[config.mk]
export PLATFORM = sky130hd
export DESIGN_NAME = verin_angle_ctrl
export DESIGN_NICKNAME = d
export VERILOG_FILES = /design/src/rtl/verin_ctrl_pkg.sv /design/src/rtl/verin_angle_sampler.sv /design/src/rtl/verin_angle_ctrl.sv
export SDC_FILE = /design/constraint.sdc
export NUM_CORES = 1
export LEC_CHECK = 0
export ABC_AREA = 1
export CORE_MARGIN = 2
export CORE_UTILIZATION = 40
export DETAILED_ROUTE_END_ITERATION = 8
export GPL_TIMING_DRIVEN = 0
export PLACE_DENSITY = 0.7
export SLEW_MARGIN = 20
export SYNTH_ARGS = -nofsm -noshare
export SYNTH_HDL_FRONTEND = slang
export SYNTH_SLANG_ARGS = --single-unit
[constraint.sdc]
create_clock -name clk -period 5 [get_ports clk]
set_input_delay 1 -clock clk [delete_from_list [all_inputs] [get_ports clk]]
set_output_delay 1 -clock clk [all_outputs]
set_load 0.02 [all_outputs]
[src/rtl/verin_ctrl_pkg.sv]
// Shared types and register layout for the tiller actuator controller.
package verin_ctrl_pkg;

  typedef enum logic [1:0] {
    ST_IDLE  = 2'd0,
    ST_MOVE  = 2'd1,
    ST_BRAKE = 2'd2,
    ST_FAULT = 2'd3
  } state_e;

  localparam logic [1:0] REG_ANGLE    = 2'd0;
  localparam logic [1:0] REG_SETPOINT = 2'd1;
  localparam logic [1:0] REG_CTRL     = 2'd2;
  localparam logic [1:0] REG_STATUS   = 2'd3;

  localparam int unsigned CTRL_RUN_BIT = 0;
  localparam int unsigned CTRL_CLR_BIT = 1;
  localparam int unsigned CTRL_DB_LSB  = 16;
  localparam int unsigned CTRL_DB_MSB  = 27;
  localparam int unsigned DB_W         = CTRL_DB_MSB - CTRL_DB_LSB + 1;

  // STATUS word as seen on the bus
  typedef struct packed {
    logic [24:0] rsvd_hi;
    logic        limit_flag;
    logic        timeout_flag;
    logic        at_target;
    logic [1:0]  rsvd_lo;
    logic [1:0]  state;
  } status_t;

endpackage

[src/rtl/verin_angle_sampler.sv]
// Angle input synchronizer, sample divider, sampled-angle register and eval pulse.
module verin_angle_sampler
  import verin_ctrl_pkg::*;
#(
  parameter int unsigned ANGLE_W    = 12,
  parameter int unsigned SAMPLE_DIV = 50000
) (
  input  logic               clk,
  input  logic               reset,
  input  logic [ANGLE_W-1:0] angle_in,
  output logic [ANGLE_W-1:0] angle_sample,
  output logic               eval
);

  localparam int unsigned DIV_W = (SAMPLE_DIV > 1) ? $clog2(SAMPLE_DIV) : 1;

  logic [ANGLE_W-1:0] sync1_q, sync1_d;
  logic [ANGLE_W-1:0] sync2_q, sync2_d;
  logic [ANGLE_W-1:0] angle_q, angle_d;
  logic [DIV_W-1:0]   div_q, div_d;
  logic               eval_q, eval_d;
  logic               tick_c;

  assign tick_c = (div_q == DIV_W'(SAMPLE_DIV - 1));

  always_comb begin
    sync1_d = angle_in;
    sync2_d = sync1_q;
    div_d   = tick_c ? '0 : div_q + DIV_W'(1);
    angle_d = tick_c ? sync2_q : angle_q;
    eval_d  = tick_c;
  end

  always_ff @(posedge clk) begin
    if (reset) begin
      sync1_q <= '0;
      sync2_q <= '0;
      div_q   <= '0;
      angle_q <= '0;
      eval_q  <= 1'b0;
    end else begin
      sync1_q <= sync1_d;
      sync2_q <= sync2_d;
      div_q   <= div_d;
      angle_q <= angle_d;
      eval_q  <= eval_d;
    end
  end

  assign angle_sample = angle_q;
  assign eval         = eval_q;

endmodule

[src/rtl/verin_angle_ctrl.sv]
// Closed-loop tiller actuator controller with Avalon-MM register slave.
// Optional end-stop limit checking is built when VERIN_LIMIT_CHECK_EN is defined.
module verin_angle_ctrl
  import verin_ctrl_pkg::*;
#(
  parameter int unsigned        ANGLE_W       = 12,
  parameter int unsigned        SAMPLE_DIV    = 50000,
  parameter int unsigned        DEADTIME      = 5000,
  parameter int unsigned        TIMEOUT_TICKS = 200,
  parameter int unsigned        DEADBAND_RST  = 8,
  parameter logic [ANGLE_W-1:0] ANGLE_MIN     = 'h080,
  parameter logic [ANGLE_W-1:0] ANGLE_MAX     = 'hF80
) (
  input  logic               clk,
  input  logic               reset,
  input  logic [1:0]         address,
  input  logic               write,
  input  logic [31:0]        writedata,
  output logic [31:0]        readdata,
  input  logic [ANGLE_W-1:0] angle_in,
  output logic               motor_en,
  output logic               motor_dir,
  output logic               fault_irq
);

  localparam int unsigned ERR_W = ANGLE_W + 1;
  localparam int unsigned CMP_W = (ERR_W > DB_W) ? ERR_W : DB_W;
  localparam int unsigned TO_W  = $clog2(TIMEOUT_TICKS + 1);
  localparam int unsigned DT_W  = (DEADTIME > 1) ? $clog2(DEADTIME) : 1;

  logic [ANGLE_W-1:0] angle_q;
  logic               eval;

  verin_angle_sampler #(
    .ANGLE_W    (ANGLE_W),
    .SAMPLE_DIV (SAMPLE_DIV)
  ) u_sampler (
    .clk          (clk),
    .reset        (reset),
    .angle_in     (angle_in),
    .angle_sample (angle_q),
    .eval         (eval)
  );

  state_e             state_q, state_d;
  logic [ANGLE_W-1:0] setpoint_q, setpoint_d;
  logic               run_q, run_d;
  logic [DB_W-1:0]    deadband_q, deadband_d;
  logic [TO_W-1:0]    to_cnt_q, to_cnt_d;
  logic [DT_W-1:0]    dt_cnt_q, dt_cnt_d;
  logic               at_target_q, at_target_d;
  logic               timeout_flag_q, timeout_flag_d;
  logic               limit_flag_q, limit_flag_d;
  logic               motor_en_q, motor_en_d;
  logic               motor_dir_q, motor_dir_d;
  logic               fault_irq_q, fault_irq_d;
  logic [31:0]        readdata_q, readdata_d;

  logic               wr_ctrl_c, clr_c;
  logic signed [ERR_W-1:0] err_c;
  logic [ERR_W-1:0]   mag_c;
  logic               in_band_c, err_pos_c, err_neg_c, overshoot_c;
  logic [TO_W-1:0]    to_inc_c;
  logic               limit_hit_c, limit_block_c;
  logic               wdata_unused_c;
  status_t            status_c;

  assign wr_ctrl_c      = write && (address == REG_CTRL);
  assign clr_c          = wr_ctrl_c && writedata[CTRL_CLR_BIT];
  assign wdata_unused_c = ^writedata;

  // Signed error and deadband test
  assign err_c       = $signed({1'b0, setpoint_q}) - $signed({1'b0, angle_q});
  assign mag_c       = err_c[ERR_W-1] ? ERR_W'(-err_c) : ERR_W'(err_c);
  assign in_band_c   = (CMP_W'(mag_c) <= CMP_W'(deadband_q));
  assign err_neg_c   = err_c[ERR_W-1];
  assign err_pos_c   = !err_c[ERR_W-1] && (err_c != '0);
  assign overshoot_c = motor_dir_q ? err_neg_c : err_pos_c;
  assign to_inc_c    = (to_cnt_q == TO_W'(TIMEOUT_TICKS)) ? to_cnt_q : to_cnt_q + TO_W'(1);

`ifdef VERIN_LIMIT_CHECK_EN
  assign limit_hit_c   = (state_q == ST_MOVE) &&
                         ((motor_dir_q && (angle_q > ANGLE_MAX)) ||
                          (!motor_dir_q && (angle_q < ANGLE_MIN)));
  assign limit_block_c = (err_pos_c && (angle_q > ANGLE_MAX)) ||
                         (!err_pos_c && (angle_q < ANGLE_MIN));
`else
  logic limit_unused_c;
  assign limit_hit_c    = 1'b0;
  assign limit_block_c  = 1'b0;
  assign limit_unused_c = ^{ANGLE_MIN, ANGLE_MAX};
`endif

  always_ff @(posedge clk) begin
    if (reset) state_q <= ST_IDLE;
    else       state_q <= state_d;
  end

  always_comb begin
    state_d = state_q;
    case (state_q)
      ST_IDLE: begin
        if (eval && run_q && !in_band_c && !limit_block_c) state_d = ST_MOVE;
      end
      ST_MOVE: begin
        if (limit_hit_c)                                 state_d = ST_FAULT;
        else if (eval && (in_band_c || overshoot_c))     state_d = ST_BRAKE;
        else if (!run_q)                                 state_d = ST_BRAKE;
        else if (eval && (to_inc_c == TO_W'(TIMEOUT_TICKS))) state_d = ST_FAULT;
      end
      ST_BRAKE: begin
        if (dt_cnt_q == DT_W'(DEADTIME - 1)) state_d = ST_IDLE;
      end
      default: begin
        if (clr_c) state_d = ST_IDLE;
      end
    endcase
  end

  // Counters, flags and registered outputs follow the next state
  always_comb begin
    to_cnt_d       = to_cnt_q;
    dt_cnt_d       = dt_cnt_q;
    at_target_d    = at_target_q;
    timeout_flag_d = timeout_flag_q;
    limit_flag_d   = limit_flag_q;
    motor_dir_d    = motor_dir_q;

    if (state_q == ST_MOVE && eval) to_cnt_d = to_inc_c;
    if (state_q == ST_IDLE && state_d == ST_MOVE) begin
      to_cnt_d    = '0;
      motor_dir_d = err_pos_c;
    end

    if (state_q == ST_BRAKE)                           dt_cnt_d = dt_cnt_q + DT_W'(1);
    if (state_q != ST_BRAKE && state_d == ST_BRAKE)    dt_cnt_d = '0;

    if (state_q == ST_IDLE && eval) at_target_d = in_band_c;
    if (state_q == ST_MOVE && state_d == ST_BRAKE && eval && in_band_c) at_target_d = 1'b1;

    if (clr_c) begin
      timeout_flag_d = 1'b0;
      limit_flag_d   = 1'b0;
    end
    if (state_q == ST_MOVE && state_d == ST_FAULT) begin
      if (limit_hit_c) limit_flag_d   = 1'b1;
      else             timeout_flag_d = 1'b1;
    end

    motor_en_d  = (state_d == ST_MOVE);
    fault_irq_d = (state_d == ST_FAULT);
  end

  // Software registers
  always_comb begin
    setpoint_d = setpoint_q;
    run_d      = run_q;
    deadband_d = deadband_q;
    if (write && address == REG_SETPOINT) setpoint_d = writedata[ANGLE_W-1:0];
    if (wr_ctrl_c) begin
      run_d      = writedata[CTRL_RUN_BIT];
      deadband_d = writedata[CTRL_DB_MSB:CTRL_DB_LSB];
    end
  end

  always_comb begin
    status_c              = '0;
    status_c.state        = state_q;
    status_c.at_target    = at_target_q;
    status_c.timeout_flag = timeout_flag_q;
    status_c.limit_flag   = limit_flag_q;
  end

  always_comb begin
    readdata_d = '0;
    case (address)
      REG_ANGLE:    readdata_d = 32'(angle_q);
      REG_SETPOINT: readdata_d = 32'(setpoint_q);
      REG_CTRL: begin
        readdata_d[CTRL_DB_MSB:CTRL_DB_LSB] = deadband_q;
        readdata_d[CTRL_RUN_BIT]            = run_q;
      end
      default:      readdata_d = status_c;
    endcase
  end

  always_ff @(posedge clk) begin
    if (reset) begin
      setpoint_q     <= '0;
      run_q          <= 1'b0;
      deadband_q     <= DB_W'(DEADBAND_RST);
      to_cnt_q       <= '0;
      dt_cnt_q       <= '0;
      at_target_q    <= 1'b0;
      timeout_flag_q <= 1'b0;
      limit_flag_q   <= 1'b0;
      motor_en_q     <= 1'b0;
      motor_dir_q    <= 1'b0;
      fault_irq_q    <= 1'b0;
      readdata_q     <= '0;
    end else begin
      setpoint_q     <= setpoint_d;
      run_q          <= run_d;
      deadband_q     <= deadband_d;
      to_cnt_q       <= to_cnt_d;
      dt_cnt_q       <= dt_cnt_d;
      at_target_q    <= at_target_d;
      timeout_flag_q <= timeout_flag_d;
      limit_flag_q   <= limit_flag_d;
      motor_en_q     <= motor_en_d;
      motor_dir_q    <= motor_dir_d;
      fault_irq_q    <= fault_irq_d;
      readdata_q     <= readdata_d;
    end
  end

  assign readdata  = readdata_q;
  assign motor_en  = motor_en_q;
  assign motor_dir = motor_dir_q;
  assign fault_irq = fault_irq_q;

endmodule

Word level (Yosys, flattened, before mapping)
Cells that the tools add are included.
- flip-flop bits (word level): 138
- input port bits: 49
- output and inout bits: 35
- word-level logic and storage cells: 82
- add/subtract/negate cells: 5
- magnitude comparators: 1
- equal/unequal tests: 12
- muxes and demuxes: 16
- bitwise logic cells: 1
- reductions and logical operators: 28
- operator list (cell ; count):
    11-bit one-hot mux with 3 select lines ; 1
    16-bit by 1-bit adder with 16-bit output (second input constant) ; 1
    16-bit equality test (second input constant) ; 1
    8-bit equality test (second input constant) ; 2
    1-bit logical AND ; 16
    13-bit by 1-bit adder with 13-bit output (second input constant) ; 1
    13-bit equality test (second input constant) ; 1
    13-bit by 12-bit <= comparator with 1-bit output ; 1
    13-bit two-way mux ; 1
    13-bit negator ; 1
    13-bit nonzero test ; 1
    12-bit by 12-bit subtractor with 13-bit output ; 1
    2-bit two-way mux ; 6
    8-bit by 1-bit adder with 8-bit output (second input constant) ; 1
    2-bit equality test (second input constant) ; 4
    8-bit two-way mux ; 1
    2-bit OR reduction ; 4
    2-bit by 1-bit equality test with 1-bit output (second input constant) ; 3
    2-bit one-hot mux with 3 select lines ; 1
    1-bit two-way mux ; 5
    2-bit logical NOT ; 2
    2-bit nonzero test ; 2
    1-bit one-hot mux with 3 select lines ; 1
    1-bit logical NOT ; 2
    3 further kinds ; 3

Longest topological paths before layout
Gate-level depths: netlist of the first run.
- depth after elaboration: 13
- gate-level depth with buffers: 35
- mapped depth without buffers: 35

Cells and area by module
From an unflattened synthesis of the first run, not the netlist that was laid out.
- cell total of the unflattened synthesis: 922
- area total of the unflattened synthesis: 6701.4 µm²
- by module, submodules not included (module ; instances ; cells an instance ; area each (µm²) ; sequential area each (µm²)):
    verin_angle_ctrl ; 1 ; 672 ; 4688.2 ; 1541.5
    verin_angle_sampler ; 1 ; 250 ; 2013.2 ; 1061.0

Least setup slack after synthesis of the first run
Ideal clock, no wire load.
- kind: register to register
- start: register setpoint_q[0]
- end: register dt_cnt_q[1]
- library setup time: 0.119 ns
- arrival time: 3.714 ns
- data required time: 4.881 ns
- setup slack: 1.168 ns
- cell stages (with the launch flop): 29
- path buffers: 1
- clock period less this slack: 3.832 ns
- cell sequence: dfxtp_1 inv_1 ha_1 fa_1 inv_1 nand2_1 nand2_1 nand3_1 nand2_1 inv_1 nor3b_1 nand3_1 nor3_1 o21ai_0 xor2_1 ha_1 nand4_1 or4_1 nand2_1 nand2_2 nand3_2 nand2_2 nand2_1 nand2_2 nor2_4 nand3_2 nand2_2 buf_6 nor2_2
- word-level cells in the longest chain between the ends: 11
- elaborated cells on any way between the ends: 18
- classes of those cells: 2 x add/sub; 1 x order compare; 1 x eq/ne; 5 x mux; 9 x reduce/logical
- RTL lines (what ; line ; source):
    start, declared ; verin_angle_ctrl.sv:46 ; logic [ANGLE_W-1:0] setpoint_q, setpoint_d;
    start signal, assigned ; verin_angle_ctrl.sv:202 ; setpoint_q <= setpoint_d;
    12-bit by 12-bit subtractor with 13-bit output (*) ; verin_angle_ctrl.sv:73 ; assign err_c = $signed({1'b0, setpoint_q}) - $signed({1'b0, angle_q});
    13-bit negator (tied with other cells) ; verin_angle_ctrl.sv:74 ; assign mag_c = err_c[ERR_W-1] ? ERR_W'(-err_c) : ERR_W'(err_c);
    13-bit two-way mux or 1-bit logical AND (tied branches) ; verin_angle_ctrl.sv:74, verin_angle_ctrl.sv:77 ;
    13-bit by 12-bit <= comparator with 1-bit output or 1-bit two-way mux (tied branches) ; verin_angle_ctrl.sv:75, verin_angle_ctrl.sv:78 ;
    1-bit logical OR or 1-bit logical NOT (tied branches) ; verin_angle_ctrl.sv:107, verin_angle_ctrl.sv:103 ;
    1-bit logical AND, on equally long branches ; verin_angle_ctrl.sv:107, verin_angle_ctrl.sv:103 ;
    2-bit two-way mux, on equally long branches ; verin_angle_ctrl.sv:107, verin_angle_ctrl.sv:103 ;
    2-bit one-hot mux with 3 select lines (*) ; verin_angle_ctrl.sv:101 ; case (state_q)
    2-bit equality test (*) ; verin_angle_ctrl.sv:136 ; if (state_q != ST_BRAKE && state_d == ST_BRAKE) dt_cnt_d = '0;
    1-bit logical AND (*) ; verin_angle_ctrl.sv:136 ;
    2-bit OR reduction (no line) (*) ; -- ;
    end signal, assigned ; verin_angle_ctrl.sv:206 ; dt_cnt_q <= dt_cnt_d;
    end, declared ; verin_angle_ctrl.sv:50 ; logic [DT_W-1:0] dt_cnt_q, dt_cnt_d;
Every way passes the cells marked *; elsewhere a longest branch is shown, timed or not.
A chain may end at the register's enable or synchronous reset.

Worst setup path in the final report of the first run
Ends and elaborated chain as after synthesis.

==> results of run 1 <==
[final cells by class]
cell class	instances	area [sq um]	share of cell area
inverter	147	552	0.0693
tap	211	264	0.0332
clock buffer	18	429	0.0539
timing repair buffer	66	661	0.0830
sequential	130	2600	0.327
buffer	29	154	0.0193
clock inverter	14	249	0.0313
multi-input combinational	579	3050	0.383
[synth_stat cells (2+ instances only)]
master / instances / share of area
nor3b_1: 2 / 0.0024
nor4_1: 5 / 0.0049
nand3_2: 3 / 0.0047
a211oi_1: 4 / 0.0047
nand2_2: 11 / 0.011
inv_2: 3 / 0.0018
o211ai_1: 3 / 0.0036
nor3_1: 16 / 0.013
xnor2_1: 3 / 0.0042
nor2_1: 91 / 0.054
ha_1: 29 / 0.057
inv_1: 143 / 0.085
or2_2: 2 / 0.0020
dfxtp_1: 130 / 0.41
a31oi_1: 2 / 0.0020
clkbuf_1: 15 / 0.0089
buf_1: 4 / 0.0024
nand3_1: 54 / 0.043
nand2_1: 181 / 0.11
buf_6: 2 / 0.0036
o21ai_0: 41 / 0.032
nand4_1: 16 / 0.016
a21oi_1: 53 / 0.042
buf_4: 8 / 0.0095
nor2_2: 13 / 0.013
xor2_1: 29 / 0.040
[worst reg2reg max path, cell delays in order, from the launching register on]
cell and delay (ns):
dfxtp_1 0.30, inv_1 0.06, ha_1 0.20, fa_1 0.39, inv_1 0.13, nand2_1 0.11, nand2_1 0.07, nand3_1 0.06
nand2_1 0.14, inv_1 0.08, nor3b_1 0.26, nand3_1 0.14, nor3_1 0.15, o21ai_0 0.11, xor2_1 0.17, ha_1 0.32
nand4_1 0.09, or4_1 0.47, nand2_1 0.10, nand2_2 0.09, nand3_1 0.17, nand2_2 0.09, nor2_4 0.15, nand3_2 0.09
nand2_2 0.11, buf_6 0.18, nor2_2 0.04
[final timing paths]
kind,from,slack (ns),end
min,u_sampler.sync1_q[5],0.40,u_sampler.sync2_q[5]
min reg2reg,u_sampler.sync1_q[5],0.40,u_sampler.sync2_q[5]
max,setpoint_q[0],0.61,dt_cnt_q[1]
max reg2reg,setpoint_q[0],0.61,dt_cnt_q[1]
[registers in the layout, indices dropped and copies added, names as in the netlist, 2 cells and up]
name                    flops
state_q                     2
setpoint_q                 12
to_cnt_q                    8
u_sampler.div_q            16
u_sampler.sync2_q          12
dt_cnt_q                   13
u_sampler.angle_sample     12
u_sampler.sync1_q          12
deadband_q                 12
readdata                   24
[cells by family after synthesis]
family / count (synthesis) / share of synthesized area
adder cells (fa/ha/maj): 30 / 0.0605
AO/OA/AOI/OAI: 111 / 0.0953
other: 1 / 0.000592
flip-flops: 130 / 0.411
AND/OR/NAND/NOR: 398 / 0.277
XOR/XNOR: 32 / 0.0443
buffers and inverters: 176 / 0.111
[through the flow]
step	hold slack (ns)	std cells	utilization
global placement	0.391	1162	0.475
floorplan	0.388	885	-
finish	0.399	1194	0.520
global route	0.418	1194	0.520
CTS	0.401	1194	0.520
detailed placement	0.393	1162	0.475
[metal layers]
metal  wire length (um)  share of wire  GRT usage
met5                  0              0          0
met4                312          0.022     0.0683
met3                618          0.044     0.0451
met2               6800           0.48      0.314
met1               6430           0.45      0.217
[power by group]
| part | leakage [nW] | internal, mW | switching (mW) | total (mW) |
|---|---|---|---|---|
| Clock | 0.332 | 0.945 | 0.479 | 1.42 |
| Sequential | 1.06 | 1.06 | 0.00824 | 1.07 |
| Combinational | 2.03 | 0.160 | 0.244 | 0.404 |
| Total | 3.41 | 2.16 | 0.731 | 2.89 |
==> reports/qor.yml, run 1 <==
final.setup_skew_ns: 0.00637
drtIter0Drc: 280
pre_cts_slack_ns: 0.654
rsz0062_at_grt: "false"
synthesis.area_sq_um: 6330
ant_nets: 0
timing.fmax_ghz: 0.228
place_congestion: 0.861
post_drt_wl_per_cell_um: 11.9
p_leak_nw: 3.41
tritoncts: "built"
cts_buffer_depth: 2
core_area_sq_um: 15300
maxSlewViolCount: 0
antenna_found_initial: 0
grt_pass1_vias: 5232
cts.repair.resized: 0
finalCritPeriodShare: 0.878
wl_mm: 14.2
critPathKind: "flop to flop"
cts_made_buffers: 17
grt_usage: 0.181
layout_common_cells: "181 x nand2_1, 143 x inv_1, 130 x dfxtp_1"
synth-main-ff-cell: "dfxtp_1"
final_area_sq_um: 7960
viasPerCell: 4.64
htreeDepth: 4
cpMostUsedCell: "nand2_1"
synth_edf_count: 0
synth-async-reset-ratio: 0
final-setup-viol-count: 0
die_w_um: 130
post_cts_buffers: 0
ys_ff_latch: 130
synthDistinctLibCells: 41
critPathMaxFanout: 10
antenna_cells: 0
pwr_density_cell_nw_per_um2: 364
worst-path-stages: 26
ctsHoldBuffers: 0
grt_pass1_wl_mm: 24.1
io_pins: 84
final_common_cell: "nand2_1"
postSynthAreaPerCell_sq_um: 7.21
gr-total-overflow: 0
port_buffers: 66
drc: 0
cts_sinks: 130
hold_depth: 2
worst_path_largest_cell_delay_ns: 0.47
clkTransAtPathRegs_ns: 0.06
holdCritPathClass: "flop to flop"
slowest_stage: "or4_1"
startpoint_type: "flop"
postPlaceCellArea_sq_um: 7280
power_mw: 2.89
syn_inst: 878
synth-seq-area-share: 0.411
endpoint_kind: "flop"
drtPass1Iterations: 5
crit_arrival_ns: 4.70
num_rows: 45
dieArea_sq_um: 16800
synthToLayoutAreaGrowth_pct: 25.7
vias: 5540
worst_slew_pin_slew_ns: 0.522
clk_latency_ns: 0.42
status: "finished, final reports clean"
reg2regPathDepth: 26
drive_gt1_frac: 0.0793
cp_top_family: "simple AND/OR/NAND/NOR gates"
root_buffer: "clkbuf_16"
nFillCells: 1479
dp_hpwl_mm: 10.9
cap_violations: 0
tns_ns: 0
grt_max_degree: 17
critPathBufInv: 4
required_ns: 5.31
ir_drop_mv: 0.269
hold_violations: 0
floorplan.initialDensity: 0.413
final_nets: 1049
die_y_um: 130
yosysWarnings: 0
min_period_ns: 4.39
fin_ws_ns: 0.612
relSlewSlack: 0.650
Power figures use the tool's default switching activity.
==> run 2: changes to the inputs <==
--- a/config.mk
+++ b/config.mk
@@ -8,6 +8,7 @@
 export ABC_AREA = 1
 export CORE_MARGIN = 2
 export CORE_UTILIZATION = 40
+export CTS_BUF_LIST = sky130_fd_sc_hd__clkbuf_2 sky130_fd_sc_hd__clkbuf_4 sky130_fd_sc_hd__clkbuf_8
 export DETAILED_ROUTE_END_ITERATION = 8
 export GPL_TIMING_DRIVEN = 0
 export PLACE_DENSITY = 0.7
==> run 2 against run 1 <==
  * Clock power down 23%
  * Largest power group unchanged
  * Sequential share of layout area grew 0.79 points
  * Fmax about the same
  * Non-clock buffer count unchanged
  * Sequential power about the same
  * Cell count unchanged
  * Critical path depth unchanged
  * Utilization decreased by 1.2 points
  * Cell area is 2.4% lower
  * Setup slack barely moved
  * First-iteration DRC count is 3.2% higher
  * Flip-flop and latch count unchanged
==> reports/qor.yml, run 2 (same netlist as run 1, synthesis figures left out) <==
grt_pass1_wl_mm: 23.7  # -1.6%
hold_violations: 0  # unchanged
clk_latency_ns: 0.45  # +0.03 ns
clkPwrFrac: 0.427  # -0.065
startpoint_type: "flop"
cts.repair.resized: 0  # unchanged
critPathMaxFanout: 10  # unchanged
synthToLayoutAreaGrowth_pct: 22.8
die_w_um: 130  # unchanged
ctsHoldBuffers: 0  # unchanged
pre_cts_slack_ns: 0.654  # unchanged
switching_share: 0.268  # +0.0152
place_congestion: 0.861  # unchanged
die_y_um: 130  # unchanged
p_leak_nw: 3.33  # -2.5%
io_pins: 84  # unchanged
switchingPower_mw: 0.686  # -6.2%
seq_power_share: 0.416  # +0.047
wl_mm: 14.1  # -0.73%
worst-path-stages: 26  # unchanged
required_ns: 5.34  # +0.03 ns
cts_made_buffers: 17  # unchanged
min_period_ns: 4.39  # +0.000112 ns
cap_violations: 0  # unchanged
viasPerCell: 4.63  # -0.22%
largest_register_ffs: 24  # unchanged
post_cts_buffers: 0  # unchanged
cts_sinks: 130  # unchanged
status: "finished, final reports clean"
final-setup-viol-count: 0  # unchanged
grt_max_degree: 17  # unchanged
antenna_found_initial: 0  # unchanged
hold_depth: 2  # unchanged
tns_ns: 0  # unchanged
endpoint_kind: "flop"
internal_power_mw: 1.88  # -13%
maxSlewViolCount: 0  # unchanged
vias: 5528  # -0.22%
rsz0062_at_grt: "false"
fin_ws_ns: 0.612  # -0.000112 ns
root_buffer: "clkbuf_8"
reg2regPathDepth: 26  # unchanged
port_buffers: 66  # unchanged
power_mw: 2.56  # -11%
grt_pass1_vias: 5160  # -1.4%
layout_common_cells: "181 x nand2_1, 143 x inv_1, 130 x dfxtp_1"
holdCritPathClass: "flop to flop"
drtIter0Drc: 289  # +3.2%
post_drt_wl_per_cell_um: 11.8  # -0.73%
worst_path_largest_cell_delay_ns: 0.47  # about the same
final.setup_skew_ns: 0.0104  # +0.00398 ns
cts_buffer_depth: 2  # unchanged
cp_top_family: "simple AND/OR/NAND/NOR gates"
cpMostUsedCell: "nand2_1"
gr-total-overflow: 0  # unchanged
relSlewSlack: 0.642  # -0.00842
slowest_stage: "or4_1"
critPathKind: "flop to flop"
timing.fmax_ghz: 0.228  # about the same
htreeDepth: 4  # unchanged
antenna_cells: 0  # unchanged
worst_slew_pin_slew_ns: 0.535  # +0.0126 ns
clkTransAtPathRegs_ns: 0.07  # about the same
ir_drop_mv: 0.178  # -34%
crit_arrival_ns: 4.73  # +0.03 ns
dp_hpwl_mm: 10.9  # unchanged
final_common_cell: "nand2_1"
drc: 0  # unchanged
nFillCells: 1505  # +1.8%
critPathBufInv: 4  # unchanged
finalCritPeriodShare: 0.878  # about the same
ant_nets: 0  # unchanged
pwr_density_cell_nw_per_um2: 330  # -9.3%
drtPass1Iterations: 4  # -1
tritoncts: "built"
final_nets: 1049  # unchanged
grt_usage: 0.178  # -0.00286
num_rows: 45  # unchanged
drive_gt1_frac: 0.0804  # +0.00102
combPwrFrac: 0.157  # +0.017
core_area_sq_um: 15300  # unchanged
dieArea_sq_um: 16800  # unchanged
floorplan.initialDensity: 0.413  # unchanged
## run 2: cell counts in the layout (fill, tap and decap cells not counted)
Identical to the previous run, type by type.
## run 2: per-layer routing
metal	global-route usage	routed length, um	up-vias	part of all wire
met5	0	0	-	0
met4	0.0740	310	0	0.022
met3	0.0410	587	23	0.042
met2	0.303	6720	110	0.48
met1	0.217	6450	2451	0.46
li1	-	-	2944	-
## run 2: path summary, 6_finish.rpt
path	from	to	slack [ns]
max	setpoint_q[0]	dt_cnt_q[1]	0.61
min	u_sampler.sync1_q[5]	u_sampler.sync2_q[5]	0.40
max reg2reg	setpoint_q[0]	dt_cnt_q[1]	0.61
min reg2reg	u_sampler.sync1_q[5]	u_sampler.sync2_q[5]	0.40
## run 2: metrics by stage
stage	utilization	instance area [sq um]	std cells	hold slack [ns]
finish	0.507	7770	1194	0.401
global route	0.507	7770	1194	0.418
CTS	0.507	7770	1194	0.403
detailed placement	0.475	7280	1162	0.393
global placement	0.475	7280	1162	0.391
floorplan	-	6360	885	0.388
## run 2: area by class of cell
class / instances / area (sq um) / area share
tap: 211 / 264 / 0.0340
sequential: 130 / 2600 / 0.335
multi-input combinational: 579 / 3050 / 0.392
buffer: 29 / 154 / 0.0198
timing repair buffer: 66 / 661 / 0.0850
clock buffer: 18 / 241 / 0.0311
inverter: 147 / 552 / 0.0710
clock inverter: 14 / 249 / 0.0320
## run 2: worst min-delay path: cells and delay by family (launching register included)
kind                   cells  cell delay (ns)
buffers and inverters      1             0.04
AND/OR/NAND/NOR            1             0.03
flip-flops                 1             0.30
## run 2: power by group through the flow
stage | sequential [mW] | clock [mW] | combinational, mW
detailed placement | 1.09 | 0 | 0.400
global placement | 1.09 | 0 | 0.394
global route | 1.07 | 1.16 | 0.463
floorplan | 1.09 | 0 | 0.288
finish | 1.07 | 1.09 | 0.403
CTS | 1.06 | 1.11 | 0.403
